[config.mk]
export PLATFORM = sky130hd
export DESIGN_NAME = req_buffer_bridge_flat
export DESIGN_NICKNAME = d
export VERILOG_FILES = /design/src/rtl/bridge_req_pkg.sv /design/src/rtl/req_buffer_bridge_if.sv /design/src/rtl/bridge_fifo_core.sv /design/src/rtl/req_buffer_bridge.sv /design/src/flat_wrapper.sv
export SDC_FILE = /design/constraint.sdc
export NUM_CORES = 1
export LEC_CHECK = 0
export ABC_AREA = 0
export ABC_CLOCK_PERIOD_IN_PS = 3400
export BUFFER_PORTS_ARGS = -buffer_cell sky130_fd_sc_hd__buf_2
export CORE_MARGIN = 2
export CORE_UTILIZATION = 40
export CTS_BUF_LIST = sky130_fd_sc_hd__clkbuf_16
export CTS_CLUSTER_SIZE = 8
export DETAILED_ROUTE_END_ITERATION = 16
export GPL_TIMING_DRIVEN = 0
export PLACE_DENSITY = 0.6
export SYNTH_ARGS = -nofsm -noshare
export SYNTH_HDL_FRONTEND = slang
export SYNTH_SLANG_ARGS = --single-unit
[constraint.sdc]
create_clock -name clk -period 3.4 [get_ports clk]
set_input_delay 0.85 -clock clk [delete_from_list [all_inputs] [get_ports clk]]
set_output_delay 0.85 -clock clk [all_outputs]
set_load 0.05 [all_outputs]
[src/rtl/bridge_req_pkg.sv]
// Shared request-path definitions for the request buffer bridge.
// - Field widths, flat-vector offsets and a packed request struct.
// - pack_req()/unpack_req() convert between the struct and the flat storage word.
//   Flat order, MSB to LSB: {aux, id, be, wen, add, wtag, wdata}.
package bridge_req_pkg;

  localparam int unsigned ADDR_WIDTH = 32;
  localparam int unsigned ID_WIDTH   = 16;
  localparam int unsigned DATA_WIDTH = 32;
  localparam int unsigned AUX_WIDTH  = 32;
  localparam int unsigned BE_WIDTH   = DATA_WIDTH / 8;
  localparam int unsigned TAG_WIDTH  = DATA_WIDTH / 8;

  localparam int unsigned WDATA_OFF = 0;
  localparam int unsigned WTAG_OFF  = WDATA_OFF + DATA_WIDTH;
  localparam int unsigned ADD_OFF   = WTAG_OFF + TAG_WIDTH;
  localparam int unsigned WEN_OFF   = ADD_OFF + ADDR_WIDTH;
  localparam int unsigned BE_OFF    = WEN_OFF + 1;
  localparam int unsigned ID_OFF    = BE_OFF + BE_WIDTH;
  localparam int unsigned AUX_OFF   = ID_OFF + ID_WIDTH;
  localparam int unsigned REQ_WIDTH = AUX_OFF + AUX_WIDTH;

  typedef struct packed {
    logic [AUX_WIDTH-1:0]  aux;
    logic [ID_WIDTH-1:0]   id;
    logic [BE_WIDTH-1:0]   be;
    logic                  wen;
    logic [ADDR_WIDTH-1:0] add;
    logic [TAG_WIDTH-1:0]  wtag;
    logic [DATA_WIDTH-1:0] wdata;
  } req_t;

  typedef logic [REQ_WIDTH-1:0] req_vec_t;

  function automatic req_vec_t pack_req(req_t r);
    return {r.aux, r.id, r.be, r.wen, r.add, r.wtag, r.wdata};
  endfunction

  function automatic req_t unpack_req(req_vec_t v);
    req_t r;
    r.wdata = v[WDATA_OFF +: DATA_WIDTH];
    r.wtag  = v[WTAG_OFF +: TAG_WIDTH];
    r.add   = v[ADD_OFF +: ADDR_WIDTH];
    r.wen   = v[WEN_OFF];
    r.be    = v[BE_OFF +: BE_WIDTH];
    r.id    = v[ID_OFF +: ID_WIDTH];
    r.aux   = v[AUX_OFF +: AUX_WIDTH];
    return r;
  endfunction

endpackage

[src/rtl/req_buffer_bridge_if.sv]
// Request channel bundle: req/gnt handshake plus the seven request fields.
// - master: drives data_req and fields, receives data_gnt.
// - slave:  receives data_req and fields, drives data_gnt.
interface req_buffer_bridge_if;
  import bridge_req_pkg::*;

  logic                  data_req;
  logic                  data_gnt;
  logic [DATA_WIDTH-1:0] data_wdata;
  logic [TAG_WIDTH-1:0]  data_wtag;
  logic [ADDR_WIDTH-1:0] data_add;
  logic                  data_wen;
  logic [BE_WIDTH-1:0]   data_be;
  logic [ID_WIDTH-1:0]   data_id;
  logic [AUX_WIDTH-1:0]  data_aux;

  modport master (
    output data_req, data_wdata, data_wtag, data_add, data_wen, data_be, data_id, data_aux,
    input  data_gnt
  );

  modport slave (
    input  data_req, data_wdata, data_wtag, data_add, data_wen, data_be, data_id, data_aux,
    output data_gnt
  );

endinterface

[src/rtl/bridge_fifo_core.sv]
// Generic synchronous-reset FIFO storage with occupancy count.
// Ports: clk_i, rst_ni (sync, active-low), push_i/wdata_i, pop_i/rdata_o (head entry),
//        full_o, empty_o, count_o.
// Push while full and pop while empty are ignored. DEPTH must be a power of two >= 2 so the
// pointers wrap naturally.
module bridge_fifo_core #(
  parameter int unsigned WIDTH = 8,
  parameter int unsigned DEPTH = 2,
  localparam int unsigned PtrW = $clog2(DEPTH),
  localparam int unsigned CntW = $clog2(DEPTH + 1)
) (
  input  logic            clk_i,
  input  logic            rst_ni,
  input  logic            push_i,
  input  logic [WIDTH-1:0] wdata_i,
  input  logic            pop_i,
  output logic [WIDTH-1:0] rdata_o,
  output logic            full_o,
  output logic            empty_o,
  output logic [CntW-1:0] count_o
);

  logic [WIDTH-1:0] mem_q [DEPTH];
  logic [WIDTH-1:0] mem_d [DEPTH];
  logic [PtrW-1:0]  wptr_q, wptr_d;
  logic [PtrW-1:0]  rptr_q, rptr_d;
  logic [CntW-1:0]  cnt_q, cnt_d;
  logic             push_ok, pop_ok;

  assign full_o  = (cnt_q == CntW'(DEPTH));
  assign empty_o = (cnt_q == '0);
  assign count_o = cnt_q;
  assign rdata_o = mem_q[rptr_q];

  assign push_ok = push_i & ~full_o;
  assign pop_ok  = pop_i & ~empty_o;

  always_comb begin
    mem_d  = mem_q;
    wptr_d = wptr_q;
    rptr_d = rptr_q;
    cnt_d  = cnt_q;
    if (push_ok) begin
      mem_d[wptr_q] = wdata_i;
      wptr_d        = wptr_q + PtrW'(1);
    end
    if (pop_ok) begin
      rptr_d = rptr_q + PtrW'(1);
    end
    unique case ({push_ok, pop_ok})
      2'b10:   cnt_d = cnt_q + CntW'(1);
      2'b01:   cnt_d = cnt_q - CntW'(1);
      default: cnt_d = cnt_q;
    endcase
  end

  always_ff @(posedge clk_i) begin
    if (!rst_ni) begin
      wptr_q <= '0;
      rptr_q <= '0;
      cnt_q  <= '0;
      for (int i = 0; i < DEPTH; i++) begin
        mem_q[i] <= '0;
      end
    end else begin
      wptr_q <= wptr_d;
      rptr_q <= rptr_d;
      cnt_q  <= cnt_d;
      mem_q  <= mem_d;
    end
  end

endmodule

[src/rtl/req_buffer_bridge.sv]
// Elastic request buffer between the arbitration tree root and the target port.
// Ports: clk, rst_n (sync, active-low), up_io (slave side, from the tree),
//        dn_io (master side, to the target), count_o (occupancy).
// Grant upstream depends only on buffer state, which cuts the combinational req->gnt path.
// Head fields are driven straight from storage; there is no fall-through or bypass.
module req_buffer_bridge
  import bridge_req_pkg::*;
#(
  parameter int unsigned DEPTH = 2,
  localparam int unsigned CNT_WIDTH = $clog2(DEPTH + 1)
) (
  input  logic                   clk,
  input  logic                   rst_n,
  req_buffer_bridge_if.slave     up_io,
  req_buffer_bridge_if.master    dn_io,
  output logic [CNT_WIDTH-1:0]   count_o
);

  req_t     wr_req, rd_req;
  req_vec_t rd_vec;
  logic     full, empty, push, pop;

  always_comb begin
    wr_req       = '0;
    wr_req.wdata = up_io.data_wdata;
    wr_req.wtag  = up_io.data_wtag;
    wr_req.add   = up_io.data_add;
    wr_req.wen   = up_io.data_wen;
    wr_req.be    = up_io.data_be;
    wr_req.id    = up_io.data_id;
    wr_req.aux   = up_io.data_aux;
  end

  // Both handshakes are masked by rst_n so nothing is granted or offered on a reset cycle.
  assign up_io.data_gnt = ~full & rst_n;
  assign push           = up_io.data_req & up_io.data_gnt;
  assign dn_io.data_req = ~empty & rst_n;
  assign pop            = dn_io.data_req & dn_io.data_gnt;

  bridge_fifo_core #(
    .WIDTH (REQ_WIDTH),
    .DEPTH (DEPTH)
  ) u_fifo (
    .clk_i   (clk),
    .rst_ni  (rst_n),
    .push_i  (push),
    .wdata_i (pack_req(wr_req)),
    .pop_i   (pop),
    .rdata_o (rd_vec),
    .full_o  (full),
    .empty_o (empty),
    .count_o (count_o)
  );

  assign rd_req           = unpack_req(rd_vec);
  assign dn_io.data_wdata = rd_req.wdata;
  assign dn_io.data_wtag  = rd_req.wtag;
  assign dn_io.data_add   = rd_req.add;
  assign dn_io.data_wen   = rd_req.wen;
  assign dn_io.data_be    = rd_req.be;
  assign dn_io.data_id    = rd_req.id;
  assign dn_io.data_aux   = rd_req.aux;

endmodule

[src/flat_wrapper.sv]
// flat-port wrapper written by rule: the top's interface ports become plain ports
module req_buffer_bridge_flat import bridge_req_pkg::*;
#(
  parameter int unsigned DEPTH = 2,
  localparam int unsigned CNT_WIDTH = $clog2(DEPTH + 1)
)
  (clk, rst_n, count_o, up_io_data_req, up_io_data_wdata, up_io_data_wtag, up_io_data_add, up_io_data_wen, up_io_data_be, up_io_data_id, up_io_data_aux, up_io_data_gnt, dn_io_data_req, dn_io_data_wdata, dn_io_data_wtag, dn_io_data_add, dn_io_data_wen, dn_io_data_be, dn_io_data_id, dn_io_data_aux, dn_io_data_gnt);
  req_buffer_bridge_if up_io_i ();
  req_buffer_bridge_if dn_io_i ();
  input  logic clk;
  input  logic rst_n;
  output logic [CNT_WIDTH-1:0] count_o;
  input wire logic [$bits(up_io_i.data_req)-1:0] up_io_data_req;
  input wire logic [$bits(up_io_i.data_wdata)-1:0] up_io_data_wdata;
  input wire logic [$bits(up_io_i.data_wtag)-1:0] up_io_data_wtag;
  input wire logic [$bits(up_io_i.data_add)-1:0] up_io_data_add;
  input wire logic [$bits(up_io_i.data_wen)-1:0] up_io_data_wen;
  input wire logic [$bits(up_io_i.data_be)-1:0] up_io_data_be;
  input wire logic [$bits(up_io_i.data_id)-1:0] up_io_data_id;
  input wire logic [$bits(up_io_i.data_aux)-1:0] up_io_data_aux;
  output wire logic [$bits(up_io_i.data_gnt)-1:0] up_io_data_gnt;
  output wire logic [$bits(dn_io_i.data_req)-1:0] dn_io_data_req;
  output wire logic [$bits(dn_io_i.data_wdata)-1:0] dn_io_data_wdata;
  output wire logic [$bits(dn_io_i.data_wtag)-1:0] dn_io_data_wtag;
  output wire logic [$bits(dn_io_i.data_add)-1:0] dn_io_data_add;
  output wire logic [$bits(dn_io_i.data_wen)-1:0] dn_io_data_wen;
  output wire logic [$bits(dn_io_i.data_be)-1:0] dn_io_data_be;
  output wire logic [$bits(dn_io_i.data_id)-1:0] dn_io_data_id;
  output wire logic [$bits(dn_io_i.data_aux)-1:0] dn_io_data_aux;
  input wire logic [$bits(dn_io_i.data_gnt)-1:0] dn_io_data_gnt;
  assign up_io_i.data_req = up_io_data_req;
  assign up_io_i.data_wdata = up_io_data_wdata;
  assign up_io_i.data_wtag = up_io_data_wtag;
  assign up_io_i.data_add = up_io_data_add;
  assign up_io_i.data_wen = up_io_data_wen;
  assign up_io_i.data_be = up_io_data_be;
  assign up_io_i.data_id = up_io_data_id;
  assign up_io_i.data_aux = up_io_data_aux;
  assign up_io_data_gnt = up_io_i.data_gnt;
  assign dn_io_data_req = dn_io_i.data_req;
  assign dn_io_data_wdata = dn_io_i.data_wdata;
  assign dn_io_data_wtag = dn_io_i.data_wtag;
  assign dn_io_data_add = dn_io_i.data_add;
  assign dn_io_data_wen = dn_io_i.data_wen;
  assign dn_io_data_be = dn_io_i.data_be;
  assign dn_io_data_id = dn_io_i.data_id;
  assign dn_io_data_aux = dn_io_i.data_aux;
  assign dn_io_i.data_gnt = dn_io_data_gnt;
  req_buffer_bridge #(.DEPTH(DEPTH)) u_core (.clk(clk), .rst_n(rst_n), .up_io(up_io_i), .dn_io(dn_io_i), .count_o(count_o));
endmodule
==> summary.md <==
| Metric | Value |
|---|---|
| Mapped Area | 0.0106 mm^2 |
| Top cells by area, synth | dfxtp_1 (47%), mux2i_1 (23%), nand2_1 (13%), mux2_2 (13%), clkbuf_1 (1.5%) |
| Commonest cells post-synth | nand2_1 (366), dfxtp_1 (246), mux2i_1 (243) |
| DRT antenna net count | 0 |
| Post-synthesis mux area share | 0.359 |
| Htree depth | 2 |
| Hpwl dp | 19.7 mm |
| Largest family of logic cells by synthesized area | multiplexers |
| Synth Area in Compound Gates | 0.00331 |
| Unrepaired setup endpoints after global routing | no |
| DR vias | 8320 |
| Sequential cell area fraction in the yosys report | 0.466 |
| TritonCTS Sinks | 246 |
| Static Leak | 6.52 nW |
| Hold Vio Cnt, Final | 0 |
| PostCTS Resize Cnt | 1 |
| Most common cell in the netlist | nand2_1 |
| Clock Skew | 0.0125 ns |
| RR Startpoint | u_core.u_fifo.count_o[0] |
| Initial Util | 0.407 |
| Detailed-route wire length per cell | about 16 um |
| Horiz. Die Dim | 167 um |
| Run status | finished, final reports clean |
| Io pins | 250 |
| Fraction of layout cells with a size suffix above 1 | 0.326 |
| CTS tree | done |
| Hold Crit Depth | 2 |
| Fraction of registers with async set/reset | 0 |
| GRT Overall Usage | 0.197 |
| WP data required | between 2 and 3 ns |
| Critical Path Sink Type | primary output |
| Crit path launch type | register |
| Total Routed Length | 28.0 mm |
| Syn Area/Cell | ~9.9 um^2 |
| DRC | 0 |
| Worst-path fanout max | 10 |
| Post-synth EDFFs | 0 |
| Die Height | 167 um |
| Rows | 59 |
| CORE AREA | 0.0260 mm^2 |
| Die area | 0.0278 mm^2 |
| Pwr/cell area | 558 mW/mm^2 |
| Skew-Pair Late Insertion Delay | 0.50 ns |
| Net Count, Synth | 1199 |
| Setup slack, reg-to-reg | 1.44 ns |
| TritonCTS buffer count | 36 |
| Post-Synthesis Cells | 1073 |
| VDD IR max | roughly 490 uV |
| Simple-Gate Fraction of Synth Area | 0.135 |
| Area leader, netlist | dfxtp_1 |
| # hold bufs at CTS | 0 |
| Hold_sp | u_core.u_fifo.mem_q[216] |
| Post-CTS Setup Inserts | 0 |
| Clock buffer depth | 3 |
| Synth Area in Adders | 0.00118 |
| Global-route wire length before repair | 44.7 mm |
| Fmax | 310 MHz |
| Final GP Congestion | 0.755 |
| Nets | 1485 |
| DRT iter0 DRCs | 330 |
| Final Slew Violations | 0 |
| Reg2reg path depth | 5 |
| Netlist cell types | 19 |
| Synth Area in XOR/XNOR | 0.00166 |
| Fin crit share | 0.949 |
| Slew headroom | 0.466 |
| Slew @ Worst Pin | 0.801 ns |
| Setup violations, final | 0 |
| 1st-pass router iterations | 4 |
| Port bufs | 249 |
| DR vias/cell | 4.89 |
| Post-layout util | 0.508 |
| Class of the most critical setup path | reg2out |
| Largest net degree at the start of global routing | 11 |
| Clk root buf | clkbuf_16 |
| Hold WC Path Type | reg2reg |
| Hold Path End | u_core.u_fifo.mem_q[216] |
| Top-area cell type share of the netlist area | 0.466 |
| Number of synthesized register bits | 246 |
| CP arrival | 2.38 ns |
| Gr ovfl total | 0 |
| Reg-to-Reg End | u_core.u_fifo.mem_q[142] |
| Final setup TNS | 0 ns |
| Worst-path clk slew | 0.05 ns |
| Fin Hold WS | 0.452 ns |
| P&R area growth vs syn | 24.7% |
| Vias in the first global route | 8461 |
| Initial antenna violation count | 5 |
| Fin crit period | between 3 and 4 ns |
| Total number of yosys warnings | 0 |
| Max capacitance violation total | 0 |
| Synth Flop Type | dfxtp_1 |
[critical path: stages (launching register included)]
cell      delay [ns]
dfxtp_1         0.54
clkbuf_2        0.38
buf_2           0.36
mux2_2          0.38
buf_2           0.22
[cells in the final DEF, fill, tap and decap left out, types with 2 or more instances in the layout]
master     Yosys  routed
mux2i_1      243     243
and2_1         3       3
o21a_1         3       3
buf_4          8       8
mux2_2       121     121
clkbuf_16      0      37
buf_1          6       6
xnor2_1        2       2
nand2_1      366     366
buf_2         26     275
clkbuf_1      41      39
diode_2        0       7
dfxtp_1      246     246
[metrics by stage]
step,setup slack (ns),instance area [um^2],power [mW],std cells
6_report,0.174,13200,7.36,1701
5_1_grt,0.0611,13200,7.65,1695
4_1_cts,0.0410,13200,7.46,1694
3_5_place_dp,0.124,12200,4.35,1657
3_3_place_gp,0.229,12200,4.34,1657
2_1_floorplan,0.652,10600,4.02,1073
[worst max-delay path by stage]
stage,from,end,slack (ns),depth (start not counted)
final,u_core.u_fifo.rptr_q,dn_io_data_id[8],0.17,4
after floorplan,rst_n,u_core.u_fifo.count_o[1],0.65,7
after global placement,u_core.u_fifo.rptr_q,dn_io_data_id[5],0.23,5
after global routing,u_core.u_fifo.rptr_q,dn_io_data_id[8],0.06,4
after detailed placement,u_core.u_fifo.rptr_q,dn_io_data_id[0],0.12,5
after CTS,u_core.u_fifo.rptr_q,dn_io_data_id[0],0.04,4
[flip-flops by register name, indices dropped and copies added (netlist names)]
register and count:
u_core.u_fifo.rptr_q 1, u_core.u_fifo.count_o 2, u_core.u_fifo.wptr_q 1, u_core.u_fifo.mem_q 242
[metal layers]
metal / part of all wire / track usage
met4: 0.021 / 0.0581
met5: 0.00079 / 0
met2: 0.43 / 0.308
met1: 0.48 / 0.269
met3: 0.066 / 0.0492
[logic make-up after synthesis]
family,Yosys count
AOI/OAI and AO/OA,5
xor gates and xnor gates,2
adders and majority gates,1
buffers and inverters,81
DFF,246
muxes,364
and+or+nand+nor,374
[area by class of cell]
| type | count | area, um^2 |
|---|---|---|
| multi-input cells | 746 | 5290 |
| flip-flops and latches | 246 | 4920 |
| repair buffers | 249 | 1250 |
| fillers | 2481 | 12800 |
| diodes | 7 | 17.5 |
| well taps | 335 | 419 |
| clock buffers | 37 | 926 |
| clock inverters | 1 | 3.75 |
| plain buffers | 80 | 364 |
[report_power, final]
part | switching (mW) | internal [mW] | leakage [nW]
logic | 0.801 | 0.406 | 4.06
registers | 0.0643 | 3.01 | 2.00
clock network | 1.19 | 1.90 | 0.458
total | 2.05 | 5.31 | 6.52
(Power assumes the default switching activity.)
